--- config.mk ---
export PLATFORM = sky130hd
export DESIGN_NAME = hazard_ctrl
export DESIGN_NICKNAME = d
export VERILOG_FILES = /design/src/rtl/hazard_ctrl.sv
export SDC_FILE = /design/constraint.sdc
export NUM_CORES = 1
export LEC_CHECK = 0
export CAP_MARGIN = 40
export CORE_AREA = 2 2 39 41
export DETAILED_ROUTE_END_ITERATION = 7
export DIE_AREA = 0 0 41 43
export DONT_BUFFER_PORTS = 1
export GPL_TIMING_DRIVEN = 0
export PLACE_DENSITY = 0.7
export SETUP_SLACK_MARGIN = 0.5
export SLEW_MARGIN = 20
export SYNTH_ARGS = -nofsm -noshare
export SYNTH_HDL_FRONTEND = slang
export SYNTH_SLANG_ARGS = --single-unit
--- constraint.sdc ---
create_clock -name clk -period 1.85 [get_ports clk]
set_clock_uncertainty 0.15 [all_clocks]
set_input_delay 0.185 -clock clk [delete_from_list [all_inputs] [get_ports clk]]
set_output_delay 0.185 -clock clk [all_outputs]
set_load 0.005 [all_outputs]
--- src/rtl/hazard_ctrl.sv ---
// Pipeline hazard controller: stall/clear strobes and divider sequencing.
// Optional HAZARD_PERF_EN adds stall-cycle and flush performance counters.
module hazard_ctrl #(
    parameter int DIV_CYCLES = 34,
    parameter int CNT_W      = 6
) (
    input  logic       clk,
    input  logic       rst,
    input  logic [4:0] id_rs1,
    input  logic [4:0] id_rs2,
    input  logic       id_use_rs1,
    input  logic       id_use_rs2,
    input  logic [4:0] ex_rd,
    input  logic       ex_load,
    input  logic       ex_div_req,
    input  logic       bj_en,
    input  logic       trap_en,
    input  logic       mem_busy,
`ifdef HAZARD_PERF_EN
    output logic [31:0] perf_stall_cycles,
    output logic [31:0] perf_flushes,
`endif
    output logic       if_id_stall,
    output logic       if_id_clear,
    output logic       id_ex_stall,
    output logic       id_ex_clear,
    output logic       ex_mem_stall,
    output logic       div_done
);

    localparam logic [1:0] RUN  = 2'd0;
    localparam logic [1:0] DIV  = 2'd1;
    localparam logic [1:0] DONE = 2'd2;

    logic [1:0]       state;
    logic [1:0]       state_n;
    logic [CNT_W-1:0] cnt;
    logic [CNT_W-1:0] cnt_n;

    logic div_stall;
    logic load_use;
    logic redirect;
    logic ex_hold;
    logic rs1_hit;
    logic rs2_hit;

    assign rs1_hit  = id_use_rs1 && (id_rs1 == ex_rd);
    assign rs2_hit  = id_use_rs2 && (id_rs2 == ex_rd);
    assign load_use = ex_load && (ex_rd != 5'd0) && (rs1_hit || rs2_hit);
    assign redirect = bj_en || trap_en;

    assign div_stall = ((state == RUN) && ex_div_req) || (state == DIV);
    assign ex_hold   = mem_busy || div_stall;

    // Divider sequencer next-state: RUN -> DIV (count down) -> DONE -> RUN
    always_comb begin
        state_n = state;
        cnt_n   = cnt;
        case (state)
            RUN: begin
                if (ex_div_req && !trap_en) begin
                    state_n = DIV;
                    cnt_n   = CNT_W'(DIV_CYCLES - 2);
                end
            end
            DIV: begin
                if (trap_en) begin
                    state_n = RUN;
                    cnt_n   = '0;
                end else if (cnt == '0) begin
                    state_n = DONE;
                end else begin
                    cnt_n = cnt - CNT_W'(1);
                end
            end
            DONE: begin
                if (!mem_busy) begin
                    state_n = RUN;
                end
            end
            default: begin
                state_n = RUN;
                cnt_n   = '0;
            end
        endcase
    end

    // Sequencer state register with synchronous reset
    always_ff @(posedge clk) begin
        if (rst) begin
            state <= RUN;
            cnt   <= '0;
        end else begin
            state <= state_n;
            cnt   <= cnt_n;
        end
    end

    // Strobes; redirects never flush a held stage, and everything is quiet in reset
    always_comb begin
        ex_mem_stall = !rst && mem_busy;
        id_ex_stall  = !rst && ex_hold;
        if_id_stall  = !rst && (ex_hold || (load_use && !redirect));
        id_ex_clear  = !rst && load_use && !ex_hold && !redirect;
        if_id_clear  = !rst && redirect && !ex_hold;
        div_done     = !rst && (state == DONE);
    end

`ifdef HAZARD_PERF_EN
    // Free-running wrap-around counters of stalled and flushed front-end cycles
    always_ff @(posedge clk) begin
        if (rst) begin
            perf_stall_cycles <= '0;
            perf_flushes      <= '0;
        end else begin
            if (if_id_stall) begin
                perf_stall_cycles <= perf_stall_cycles + 32'd1;
            end
            if (if_id_clear) begin
                perf_flushes <= perf_flushes + 32'd1;
            end
        end
    end
`endif

endmodule

After elaboration in Yosys (flattened, before gate mapping)
Cells that the tools add are included.
{ "totals": {"out_inout_bits": 6, "reg_bits": 8} }
{ "classes": {"eq_ne": 8, "muxes": 9, "n_reduce_logical": 30, "bitwise_logic": 1, "add_sub_neg": 1} }
{ "op_table": {"columns": ["op", "n"], "rows": [
  ["two-way mux 6 bit", 3],
  ["one-hot mux 6 bit (3 select lines)", 1],
  ["logical AND 1 bit", 16],
  ["== test 5 bit", 2],
  ["two-way mux 2 bit", 4],
  ["logical NOT 6 bit", 1],
  ["one-hot mux 2 bit (3 select lines)", 1],
  ["AND reduction 3 bit", 2],
  ["subtractor 6 x 1 -> 6 bit, second input constant", 1],
  ["logical OR 1 bit", 5],
  ["nonzero test 5 bit", 1],
  ["logical NOT 1 bit", 4],
  ["!= test 3 x 2 -> 1 bit, second input constant", 1],
  ["!= test 3 bit, second input constant", 1],
  ["== test 2 x 1 -> 1 bit, second input constant", 1],
  ["== test 2 bit, second input constant", 1],
  ["logical NOT 2 bit", 1],
  ["!= test 2 x 1 -> 1 bit, second input constant", 1],
  ["!= test 2 bit, second input constant", 1],
  ["NOT 1 bit", 1]
]} }

Logic depth before layout (Yosys ltp)
{ "depth": {"ltp_word": 7, "mapped_depth": 6, "depth_no_buf": 6} }

Worst setup path after synthesis
No wires, ideal clock.
{ "synth_path": {"path_type": "register to register", "from": "register cnt[0]", "to": "register cnt[2]", "stages_incl_launch_ff": 7, "required_ns": 1.580, "path_buffers": 0, "setup_time_ns": 0.120, "period_less_slack_ns": 1.730, "t_arrival_ns": 1.460, "slack_ns": 0.120, "path_cell_list": "dfxtp_1 -> inv_1 -> ha_1 -> nor3b_1 -> and4_2 -> o21a_1 -> a211o_1"} }
{ "synth_between": {"elab_chain_cells": 4} }
{ "synth_rtl": {"columns": ["element", "line", "rtl"], "rows": [
  ["start, declared", "37", "logic [CNT_W-1:0] cnt;"],
  ["start signal, assigned", "95", "cnt <= cnt_n;"],
  ["subtractor 6 x 1 -> 6 bit", "73", "cnt_n = cnt - CNT_W'(1);"],
  ["two-way mux 6 bit", "70", "end else if (cnt == '0) begin"],
  ["two-way mux 6 bit", "67", "if (trap_en) begin"],
  ["one-hot mux 6 bit (3 select lines)", "59", "case (state)"]
]} }
Several ways; a longest one is shown, not always the timed one. The select of a mux whose other input is x is not followed.
A chain may end at the register's enable or synchronous reset.

Worst setup path in the final report
{ "layout_path": {"from": "register state[1]", "to": "register cnt[4]"} }
{ "layout_between": {"elab_chain_cells": 3} }
{ "layout_rtl": {"columns": ["element", "line", "rtl"], "rows": [
  ["start, declared", "35", "logic [1:0] state;"],
  ["start signal, assigned", "94", "state <= state_n;"],
  ["== test 2 x 1 -> 1 bit, or another cell as far along", "59", null],
  ["!= test 3 bit (no source line), or another cell as far along", null, null],
  ["AND reduction 3 bit (no source line)", null, null]
]} }
Several ways; a longest one is shown, not always the timed one.

==> results.md <==
- Run status: finished, violations left
- Failing checks: hold timing
- IO Count: 30
- Nets: 127
- CTS root buffer: clkbuf_4
- Startpoint types: flop
- Final WL: 1790 um
- Power Density: 464 nW/um^2
- Worst hold path endpoint: state[1]$_SDFFE_PP0P_
- # diodes: 0
- Cell variety after synth: 37
- CTS Sinks: 8
- Clk pwr share: 0.300
- Slew of the pin with the lowest slew margin: 0.415 ns
- Yosys warning count: 0
- First-pass GRT wire length: 2340 um
- Peak per-stage delay on the critical path: 0.53 ns
- R2R setup slack: 0.18 ns
- Syn_nets: 110
- Die Y: 43 um
- Initial Util: 0.500
- Initial antenna violation count: 0
- WHS: -0.163 ns
- # port buffers: 0
- Avg Vias per Cell: 6.05
- Final setup fails: 0
- RSZ-0062 raised after global routing: yes
- Most frequent cells in the layout: buf_4 (9), xor2_1 (8), a21oi_1 (7)
- Largest net degree at the start of global routing: 9
- Gr ovfl total: 0
- Die X-Extent: 41 um
- Total GRT Usage: 0.195
- Area growth from synthesis to layout: 39.8%
- Seq/Total Area, Yosys: 0.231
- Fin crit share: 0.902
- Worst slack, placed: 0.165 ns
- Crit path kind: flop to flop
- CTS clock-pin slew for the worst setup and hold paths: 0.06 ns
- Final core utilization: 0.699
- Layout cells sized above 1: 0.414
- VDD IR max: 440 uV
- Reg2reg start: state[1]$_SDFFE_PP0P_
- Gate power share: 0.291
- FMAX: 599 MHz
- Slack of the critical path: 0.181 ns
- Cell family with most CP delay: simple AND/OR/NAND/NOR gates
- CP bufs+invs: 1
- Crit-path slowest cell: or4b_4
- Post-synthesis cell area: 692 um^2
- Internal: 0.324 mW
- Number of flops mapped to enable cells by yosys: 0
- Routed Antenna Nets: 0
- Vias: 696
- Die ar.: 1760 um^2
- R2R cell count: 5
- Routed len/inst: 15.6 um
- Sw Share: 0.279
- Data required, critical path: 1.90 ns
- Max-slew headroom: 0.723
- Type of the worst min-delay path: input pin to flop
- Remaining routing DRC violations: 0
- Max-Cap Viols: 0
- Slew Limit Fails: 0
- Final Hold Violating Endpoints: 3
- Switching pwr: 0.125 mW
- First DRT Iteration DRCs: 10
- Clock Latency Late Sink: 0.26 ns
- Core area: 1380 um^2
- Critical path arrival: 1.71 ns
- Inst Count DP: 100
- Static leakage: 0.390 nW
- HPWL after DPL: 1110 um
- CTS tree: yes
- Router iterations before antenna repair: 4
- CP endpoint kind: flop
- Tmin final: 1.67 ns
- Clk buf depth: 2
- Critical-path cell list: or4b_4 > buf_6 > nor4b_4 > a22o_1 > a21o_1
- Top_reg_cell synth: dfxtp_1
- Setup TNS: 0 ns
- Synthesized flop and latch total: 8
- Seq pwr share: 0.409
- Synth Area per Inst: 8.24 um^2
- Critical R2R Capture: cnt[4]$_SDFFE_PP0P_
- H-tree depth: 1
- Non-filler cells, final: 115
- Hold Crit Start: rst
- GPL Wtd Cong: 0.769
- Row count: 14
- Hold depth: 1
- CTS buffer count: 3
- Peak fanout along the critical path: 8
- Hold buffers post-CTS: 1
- Commonest non-fill, non-tap cell in the layout: buf_4
- Synth async-reset ratio: 0
- Vias in the first global route: 579
- Synth Instances: 84
==> synthesized netlist by cell type, drive strengths merged, types with 2 or more instances <==
library cell	n	area share
a211o	2	0.025
a21o	2	0.022
a21oi	7	0.051
and2	3	0.027
buf	2	0.027
dfxtp	8	0.23
ha	2	0.036
inv	6	0.033
nand2b	2	0.018
nand3	2	0.014
nor2	6	0.033
nor2b	2	0.018
nor3	4	0.029
nor3b	3	0.033
nor4	3	0.027
nor4b	2	0.047
o211ai	2	0.022
o21bai	2	0.022
xnor2	2	0.025
xor2	8	0.10
==> cell type report <==
type	instances	area, um^2
multi-input cells	68	604
inverters	6	27.5
fillers	103	417
flip-flops and latches	8	170
clock buffers	3	22.5
well taps	16	20.0
plain buffers	2	22.5
repair buffers	12	100
==> power by group through the flow <==
stage               Clock (mW)  Combinational (mW)  Sequential (mW)
CTS                      0.138              0.0974            0.182
global route             0.142               0.145            0.185
floorplan                    0              0.0711            0.187
detailed placement           0              0.0840            0.189
finish                   0.135               0.131            0.184
global placement             0              0.0824            0.189
==> layer usage <==
layer / wire length [um] / up-vias / global-route usage
met2: 877 / 24 / 0.306
met1: 768 / 329 / 0.231
met4: 10 / 0 / 0.0600
met3: 135 / 2 / 0.0785
met5: 0 / - / 0
li1: - / 341 / -
==> worst max-delay path by stage <==
stage	cells past startpoint	start	slack [ns]	end
after floorplan	6	state[0]$_SDFFE_PP0P_	0.24	cnt[4]$_SDFFE_PP0P_
after global placement	5	state[1]$_SDFFE_PP0P_	0.17	cnt[4]$_SDFFE_PP0P_
after detailed placement	6	cnt[0]$_SDFFE_PP0P_	0.16	cnt[3]$_SDFFE_PP0P_
after CTS	5	state[1]$_SDFFE_PP0P_	0.19	cnt[4]$_SDFFE_PP0P_
after global routing	6	state[0]$_SDFFE_PP0P_	0.14	cnt[4]$_SDFFE_PP0P_
final	5	state[1]$_SDFFE_PP0P_	0.18	cnt[4]$_SDFFE_PP0P_
==> kinds of logic after synthesis <==
| kind of cell | synth area share |
|---|---|
| and+or+nand+nor | 0.326 |
| AOI/OAI and AO/OA | 0.221 |
| xor gates and xnor gates | 0.127 |
| buffers and inverters | 0.0597 |
| adders and majority gates | 0.0362 |
| DFF | 0.231 |
==> state kept, by name, summed over array words and instances, names as in the netlist <==
| name | flops |
|---|---|
| state | 2 |
| cnt | 6 |
==> stage by stage <==
stage / hold WS, ns / area, um^2 / power, mW
5_1_grt: -0.168 / 967 / 0.472
3_3_place_gp: 0.108 / 736 / 0.271
6_report: -0.163 / 967 / 0.449
3_5_place_dp: 0.109 / 736 / 0.273
4_1_cts: -0.174 / 840 / 0.417
2_1_floorplan: 0.104 / 716 / 0.258
==> timing repair <==
| item | CTS | global route |
|---|---|---|
| pin swaps | 2 | 3 |
| setup endpoints to repair | 12 | 13 |
| gates resized for setup | 8 | 21 |
| endpoints found under the hold margin | 3 | 2 |
| setup buffers | 5 | 6 |
(Power assumes the default switching activity.)
